**config.mk**
```make
export PLATFORM = sky130hd
export DESIGN_NAME = fwd_hazard_unit
export DESIGN_NICKNAME = d
export VERILOG_FILES = /design/src/rtl/fwd_hazard_unit.sv
export SDC_FILE = /design/constraint.sdc
export NUM_CORES = 1
export LEC_CHECK = 0
export BUFFER_PORTS_ARGS = -buffer_cell sky130_fd_sc_hd__buf_2
export CORE_AREA = 2 2 131 133
export DETAILED_ROUTE_END_ITERATION = 10
export DIE_AREA = 0 0 133 135
export GPL_TIMING_DRIVEN = 0
export PLACE_DENSITY = 0.73
export RECOVER_POWER = 25
export SLEW_MARGIN = 20
export SYNTH_ARGS = -nofsm -noshare
export SYNTH_HDL_FRONTEND = slang
export SYNTH_SLANG_ARGS = --single-unit
export TNS_END_PERCENT = 10
```
**constraint.sdc**
```tcl
create_clock -name clk -period 2 [get_ports clk]
set_input_delay 0.2 -clock clk [delete_from_list [all_inputs] [get_ports clk]]
set_output_delay 0.2 -clock clk [all_outputs]
set_load 0.005 [all_outputs]
```
**src/rtl/fwd_hazard_unit.sv**
```systemverilog
// EX operand bypass, load-use bubble insertion and dmem-wait freeze for the 5-stage RV32I pipeline.
// Optional perf counters are built when FWD_PERF_CNT_EN is defined.
module fwd_hazard_unit #(
   parameter int unsigned XLEN       = 32,
   parameter int unsigned NUM_SRC    = 2,
   parameter int unsigned REG_W      = 5,
   parameter int unsigned LU_BUBBLES = 1
) (
   input  logic                      clk,
   input  logic                      rst_n,
   input  logic [NUM_SRC*REG_W-1:0]  id_rs,
   input  logic [NUM_SRC-1:0]        id_rs_used,
   input  logic [NUM_SRC*REG_W-1:0]  ex_rs,
   input  logic [NUM_SRC*XLEN-1:0]   ex_rf_data,
   input  logic                      ex_mem_read,
   input  logic [REG_W-1:0]          ex_rd,
   input  logic                      mem_load_regfile,
   input  logic [REG_W-1:0]          mem_rd,
   input  logic [XLEN-1:0]           mem_fwd_data,
   input  logic                      mem_mem_read,
   input  logic                      dmem_resp,
   input  logic                      wb_load_regfile,
   input  logic [REG_W-1:0]          wb_rd,
   input  logic [XLEN-1:0]           wb_data,
   output logic [NUM_SRC*XLEN-1:0]   ex_opnd,
   output logic [NUM_SRC*2-1:0]      fwd_sel,
   output logic                      stall_front,
   output logic                      bubble_ex,
   output logic                      stall_all,
   output logic [31:0]               perf_lu_cnt,
   output logic [31:0]               perf_wait_cnt,
   output logic [31:0]               perf_fwd_cnt
);

   localparam logic [1:0] LuInit = 2'(LU_BUBBLES - 1);

   typedef enum logic [1:0] {StRun, StLu, StWait} state_e;

   state_e                        state_q, ret_q;
   logic [1:0]                    cnt_q;
   logic [NUM_SRC-1:0]            hold_valid_q;
   logic [NUM_SRC-1:0][XLEN-1:0]  hold_data_q;

   logic                          mem_wait;
   logic                          lu_hit;
   logic [NUM_SRC-1:0]            wb_hit;
   logic                          any_fwd;

   assign mem_wait = mem_mem_read & ~dmem_resp;

   // Operand select: MEM beats WB beats a value captured while frozen; x0 never forwards.
   always_comb begin
      fwd_sel = '0;
      ex_opnd = '0;
      wb_hit  = '0;
      any_fwd = 1'b0;
      for (int i = 0; i < NUM_SRC; i++) begin
         logic [REG_W-1:0] rs;
         logic [1:0]       sel;
         rs        = ex_rs[i*REG_W +: REG_W];
         wb_hit[i] = wb_load_regfile && (wb_rd != '0) && (wb_rd == rs);
         sel       = 2'd0;
         if (rs != '0) begin
            if (mem_load_regfile && (mem_rd != '0) && (mem_rd == rs)) begin
               sel = 2'd1;
            end else if (wb_hit[i]) begin
               sel = 2'd2;
            end else if (hold_valid_q[i]) begin
               sel = 2'd3;
            end
         end
         fwd_sel[i*2 +: 2] = sel;
         any_fwd           = any_fwd | (sel != 2'd0);
         unique case (sel)
            2'd1:    ex_opnd[i*XLEN +: XLEN] = mem_fwd_data;
            2'd2:    ex_opnd[i*XLEN +: XLEN] = wb_data;
            2'd3:    ex_opnd[i*XLEN +: XLEN] = hold_data_q[i];
            default: ex_opnd[i*XLEN +: XLEN] = ex_rf_data[i*XLEN +: XLEN];
         endcase
      end
   end

   always_comb begin
      lu_hit = 1'b0;
      for (int i = 0; i < NUM_SRC; i++) begin
         if (id_rs_used[i] && (id_rs[i*REG_W +: REG_W] == ex_rd)) begin
            lu_hit = 1'b1;
         end
      end
      lu_hit = lu_hit & ex_mem_read & (ex_rd != '0);
   end

   always_comb begin
      stall_front = 1'b0;
      bubble_ex   = 1'b0;
      stall_all   = 1'b0;
      if (rst_n) begin
         stall_all = mem_wait;
         unique case (state_q)
            StRun: begin
               // A pending dmem wait outranks the load-use hit; the hit is re-seen afterwards.
               stall_front = ~mem_wait & lu_hit;
               bubble_ex   = ~mem_wait & lu_hit;
            end
            StLu: begin
               stall_front = 1'b1;
               bubble_ex   = 1'b1;
            end
            StWait: stall_front = 1'b1;
            default: ;
         endcase
      end
   end

   always_ff @(posedge clk) begin
      if (!rst_n) begin
         state_q <= StRun;
         ret_q   <= StRun;
         cnt_q   <= '0;
      end else begin
         unique case (state_q)
            StRun: begin
               if (mem_wait) begin
                  state_q <= StWait;
                  ret_q   <= StRun;
               end else if (lu_hit && (LU_BUBBLES > 1)) begin
                  state_q <= StLu;
                  cnt_q   <= LuInit;
               end
            end
            StLu: begin
               if (mem_wait) begin
                  state_q <= StWait;
                  ret_q   <= StLu;
               end else if (cnt_q == 2'd1) begin
                  state_q <= StRun;
                  cnt_q   <= '0;
               end else begin
                  cnt_q <= cnt_q - 2'd1;
               end
            end
            StWait: begin
               if (dmem_resp) begin
                  state_q <= ret_q;
               end
            end
            default: state_q <= StRun;
         endcase
      end
   end

   // Results retiring from WB while EX is frozen would otherwise be lost to the stalled operands.
   always_ff @(posedge clk) begin
      if (!rst_n) begin
         hold_valid_q <= '0;
         hold_data_q  <= '0;
      end else if (mem_wait) begin
         for (int i = 0; i < NUM_SRC; i++) begin
            if (wb_hit[i]) begin
               hold_valid_q[i] <= 1'b1;
               hold_data_q[i]  <= wb_data;
            end
         end
      end else begin
         hold_valid_q <= '0;
      end
   end

`ifdef FWD_PERF_CNT_EN
   logic [31:0] perf_lu_q, perf_wait_q, perf_fwd_q;

   always_ff @(posedge clk) begin
      if (!rst_n) begin
         perf_lu_q   <= '0;
         perf_wait_q <= '0;
         perf_fwd_q  <= '0;
      end else begin
         if (bubble_ex)             perf_lu_q   <= perf_lu_q + 32'd1;
         if (stall_all)             perf_wait_q <= perf_wait_q + 32'd1;
         if (!stall_all && any_fwd) perf_fwd_q  <= perf_fwd_q + 32'd1;
      end
   end

   assign perf_lu_cnt   = perf_lu_q;
   assign perf_wait_cnt = perf_wait_q;
   assign perf_fwd_cnt  = perf_fwd_q;
`else
   assign perf_lu_cnt   = 32'd0;
   assign perf_wait_cnt = 32'd0;
   assign perf_fwd_cnt  = 32'd0;
`endif

endmodule
```
=== After elaboration in Yosys (flattened, before gate mapping) ===
Cells that the tools add are included.

* Add/subtract/negate cells: 1
* Equality and inequality tests: 19
* Mux-type cells: 26
* Bitwise logic cells: 6
* Reduce and logical (&&, ||, !) cells: 22

{| class="wikitable"
|+ Operators with widths
! kind !! count
|-
| case mux 32 bit (3 select lines) || 2
|-
| equality test 5 bit || 6
|-
| 2-to-1 mux 2 bit || 15
|-
| nonzero test 5 bit || 5
|-
| equality test 2 bit, second input constant || 5
|-
| equality test 2 x 1 -> 1 bit, second input constant || 4
|-
| logical AND 1 bit || 8
|-
| AND reduction 2 bit || 4
|-
| inequality test 2 bit, second input constant || 3
|-
| case mux 2 bit (3 select lines) || 1
|-
| AND reduction 3 bit || 2
|-
| 2-to-1 mux 1 bit || 5
|-
| bitwise AND 1 bit || 4
|-
| case mux 1 bit (2 select lines) || 2
|-
| case mux 2 bit (2 select lines) || 1
|-
| inequality test 3 bit, second input constant || 1
|-
| zero test 2 bit || 1
|-
| inverter 1 bit || 2
|-
| nonzero test 2 bit || 1
|-
| OR reduction 2 bit || 1
|-
| subtractor 2 x 1 -> 2 bit, second input constant || 1
|}

* Bits in registers: 72
* Bits of input ports: 172
* Output and inout bits: 167
* Word-level logic and storage cells: 81

=== Depth between registers and ports, before layout ===
* Depth after elaboration: 9
* Depth in mapped cells: 8

=== Worst setup path after synthesis ===
OpenSTA, ideal clock, no wires.

* Path type: input -> output
* From: input wb_rd[1]
* To: output ex_opnd[11]
* Arrival time: 1774 ps
* Data required time: 1800 ps
* Path slack: 26 ps
* Cell stages on the path: 7
* Path buffers: 2
* Cells stage by stage: or4_4 o2111ai_2 buf_6 nor2_2 o31a_4 buf_6 a2bb2oi_1

* Longest elaborated chain between the ends: 8

{| class="wikitable"
|+ Ends and longest elaborated chain
! what !! line !! RTL
|-
| start: declaration || 23 || <nowiki>input logic [REG_W-1:0] wb_rd,</nowiki>
|-
| nonzero test 5 bit || 61 || <nowiki>wb_hit[i] = wb_load_regfile && (wb_rd != '0) && (wb_rd == rs);</nowiki>
|-
| logical AND 1 bit || 61 ||
|-
| logical AND 1 bit (*) || 61 ||
|-
| 2-to-1 mux 2 bit (*) || 66 || <nowiki>end else if (wb_hit[i]) begin</nowiki>
|-
| 2-to-1 mux 2 bit (*) || 64 || <nowiki>if (mem_load_regfile && (mem_rd != '0) && (mem_rd == rs)) begin</nowiki>
|-
| 2-to-1 mux 2 bit (*) || 63 || <nowiki>if (rs != '0) begin</nowiki>
|-
| equality test 2 bit / equality test 2 x 1 -> 1 bit (equally long branches) || 74 || <nowiki>unique case (sel)</nowiki>
|-
| case mux 32 bit (3 select lines) (*) || 74 ||
|-
| end: declaration || 25 || <nowiki>output logic [NUM_SRC*XLEN-1:0] ex_opnd,</nowiki>
|}

Every way passes the cells marked *; elsewhere a longest branch is shown, timed or not.

=== Final worst setup path ===
* From: input wb_rd[1]
* To: output ex_opnd[44]

The elaborated chain is that of the path after synthesis.

==> metrics <==
worst-margin pin slew 698 ps; Slew HR 0.531; post-synthesis cell type count 45; area grow syn2layout 42.6%; synth top area cells dfxtp_1 (22%), buf_4 (12%), nand2_1 (7.9%), a311o_1 (7.5%), a2bb2oi_1 (6.6%); CTS Hold Bufs 0; Primary FF master, synth dfxtp_1; nature of the critical path startpoint input pin; Final setup viols 98; Max clock buf depth 2; Post-Synthesis Cells 872; Final WS setup -383 ps; power density cells 509 nW/um^2; Total GRT Usage 0.270; Fin Clk Skew 3.04 ps; Detailed Route WL 26.1 mm; vias per cell 5.16; Pre-antenna DRT Iters 6; max cap viols 0; Die Y 135 um; utilization after layout 0.557; Post-synth EDFFs 0; via total after detailed routing 7493; # DRC 0; first-pass GRT wire length 37.8 mm; Crit-path slowest cell or4_4; Lkg Pwr 0.00406 uW; run status complete, but fails checks; post-route ant nets 0; Worst Path Class, Setup input pin to output port; diodes inserted 0; H-tree lvl count 3; syn avg cell area 7.34 um^2; Core Box Area 16400 um^2; Post-Syn Area 6400 um^2; Initial DRC Count 674; root buffer cell clkbuf_16; vias in the first global route 6863; Worst path max stage delay 570 ps; Fmax 420 MHz; RSZ-0062 raised after global routing true; Worst Hold Class input pin to register; Placed Area 8240 um^2; sequential area share after synthesis 0.222; I/O Buffers 241; post-synth top area share 0.222; Ys Warns 0; layout cells sized above 1 0.366; number of CTS-inserted buffers 9; Initial Utilization 0.390; Sink Count 71; CTS tree built; GPL Wtd Cong 0.858; worst reg-to-reg setup slack 550 ps; largest fanout on the critical path 10; per-cell routed wire length 18.0 um; Final Max Slew Viols 0; fin area 9130 um^2; Clk Latency, worst-skew pair 340 ps; FFs w/ async S/R, synth 0; die width 133 um; floorplan row count 47; largest net degree at the start of global routing 13; Setup crit end kind output port; leading area contributor after synthesis dfxtp_1; required time at the worst-slack endpoint 1800 ps; hpwl dp 19.4 mm; fin crit share 1.19; failing checks negative setup slack; crit-path cells buf_8 -> or4_4 -> o21ai_4 -> buf_6 -> nor4_1 -> a311o_1 -> a2bb2oi_2 -> buf_2; die area 18000 um^2; antenna violations before repair 1; CP Data Arrival Time 2180 ps; Final #Nets 1403; Tmin final 2380 ps; #FFs+latches synth 71; Total Neg Setup Slack -21420 ps; Peak VDD IR 0.000432 V; hold slack 139 ps; post-place setup slack -926 ps; total gr overflow 0; I/O pin total 339; Fin. Hold Viols 0; clk slew on worst S/H paths 60 ps
[final cells by class]
cell class              instances  area [um^2]
fillers                      1578         7280
multi-input cells             655         4270
flip-flops and latches         71         1420
repair buffers                249         1280
plain buffers                 167         1220
well taps                     220          275
inverters                      73          274
clock buffers                  11          253
clock inverters                 5          128
[metrics by stage]
step / std cells / power (uW)
floorplan: 967 / 2050
finish: 1451 / 4650
CTS: 1450 / 4600
global placement: 1428 / 2510
global route: 1451 / 4790
detailed placement: 1428 / 2520
[registers in the layout (all words and copies together) (netlist names)]
name / flops
hold_data_q: 64
cnt_q: 2
hold_valid_q: 2
state_q: 2
ret_q: 1
[worst paths after layout]
check | startpoint | endpoint | cells past startpoint
worst max register to register | state_q[1] | state_q[1] | 6
worst max-delay path | wb_rd[1] | ex_opnd[44] | 8
worst min register to register | hold_data_q[47] | hold_data_q[47] | 2
worst min-delay path | wb_data[15] | hold_data_q[47] | 3
[worst max-delay path, delay by kind of cell]
kind / cells / cell delay [ps]
compound gates: 3 / 910
simple gates: 2 / 640
buf+inv: 3 / 430
[metal layers]
layer | GRT usage | wire length, um | vias up
met4 | 0.0908 | 636 | 2
met5 | 0 | 11 | -
met3 | 0.0559 | 2260 | 47
met1 | 0.324 | 10400 | 3435
li1 | - | - | 3583
met2 | 0.481 | 12700 | 426
[cell usage after synthesis (4+ instances only)]
cell,instances
a221oi_1,16
nand2_1,135
a21boi_1,13
inv_1,73
ha_1,5
buf_2,10
a21oi_1,55
buf_6,4
xor2_1,8
a2bb2oi_1,48
nand3_1,6
or4_1,4
xnor2_1,22
a21boi_0,53
a311o_1,48
dfxtp_1,71
buf_4,102
nor3_1,22
nand2b_1,18
mux2i_1,17
nor2_1,24
nor4_1,35
clkbuf_1,50
[layout by cell type, fill, tap and decap left out, types with 17 or more instances in the layout]
cell / n
a2bb2oi_2: 17
a2bb2oi_1: 31
a21boi_0: 53
nor2_1: 21
nor3_1: 20
nor4_1: 32
buf_4: 113
clkbuf_1: 24
xnor2_1: 20
a21oi_1: 54
conb_1: 96
a311o_1: 48
nand2_1: 135
mux2i_1: 17
nand2b_1: 18
buf_2: 243
inv_1: 73
dfxtp_1: 71
[timing repair]
| action | 4_1_cts | 5_1_grt |
|---|---|---|
| setup buffers | 6 | 1 |
| resized for setup | 99 | 23 |
| pin swaps | 19 | 7 |
| cloned | 1 | 0 |
| setup endpoints to repair | 98 | 129 |
[cell families (layout without fill, tap and decap cells)]
family,Yosys count,count (layout),share of synthesized area
buffers and inverters,241,505,0.208
flip-flops,71,71,0.222
XOR/XNOR,30,30,0.0410
adder cells (fa/ha/maj),5,5,0.00977
AO/OA/AOI/OAI,244,244,0.301
multiplexers,17,17,0.0266
other,1,96,0.000586
AND/OR/NAND/NOR,263,263,0.192
[power breakdown]
| group | leakage (uW) | internal [uW] | switching, uW |
|---|---|---|---|
| registers | 0.000572 | 1420 | 4.81 |
| logic | 0.00331 | 586 | 593 |
| clock network | 0.000182 | 1410 | 634 |
| total | 0.00406 | 3420 | 1230 |
(Power assumes the default switching activity.)
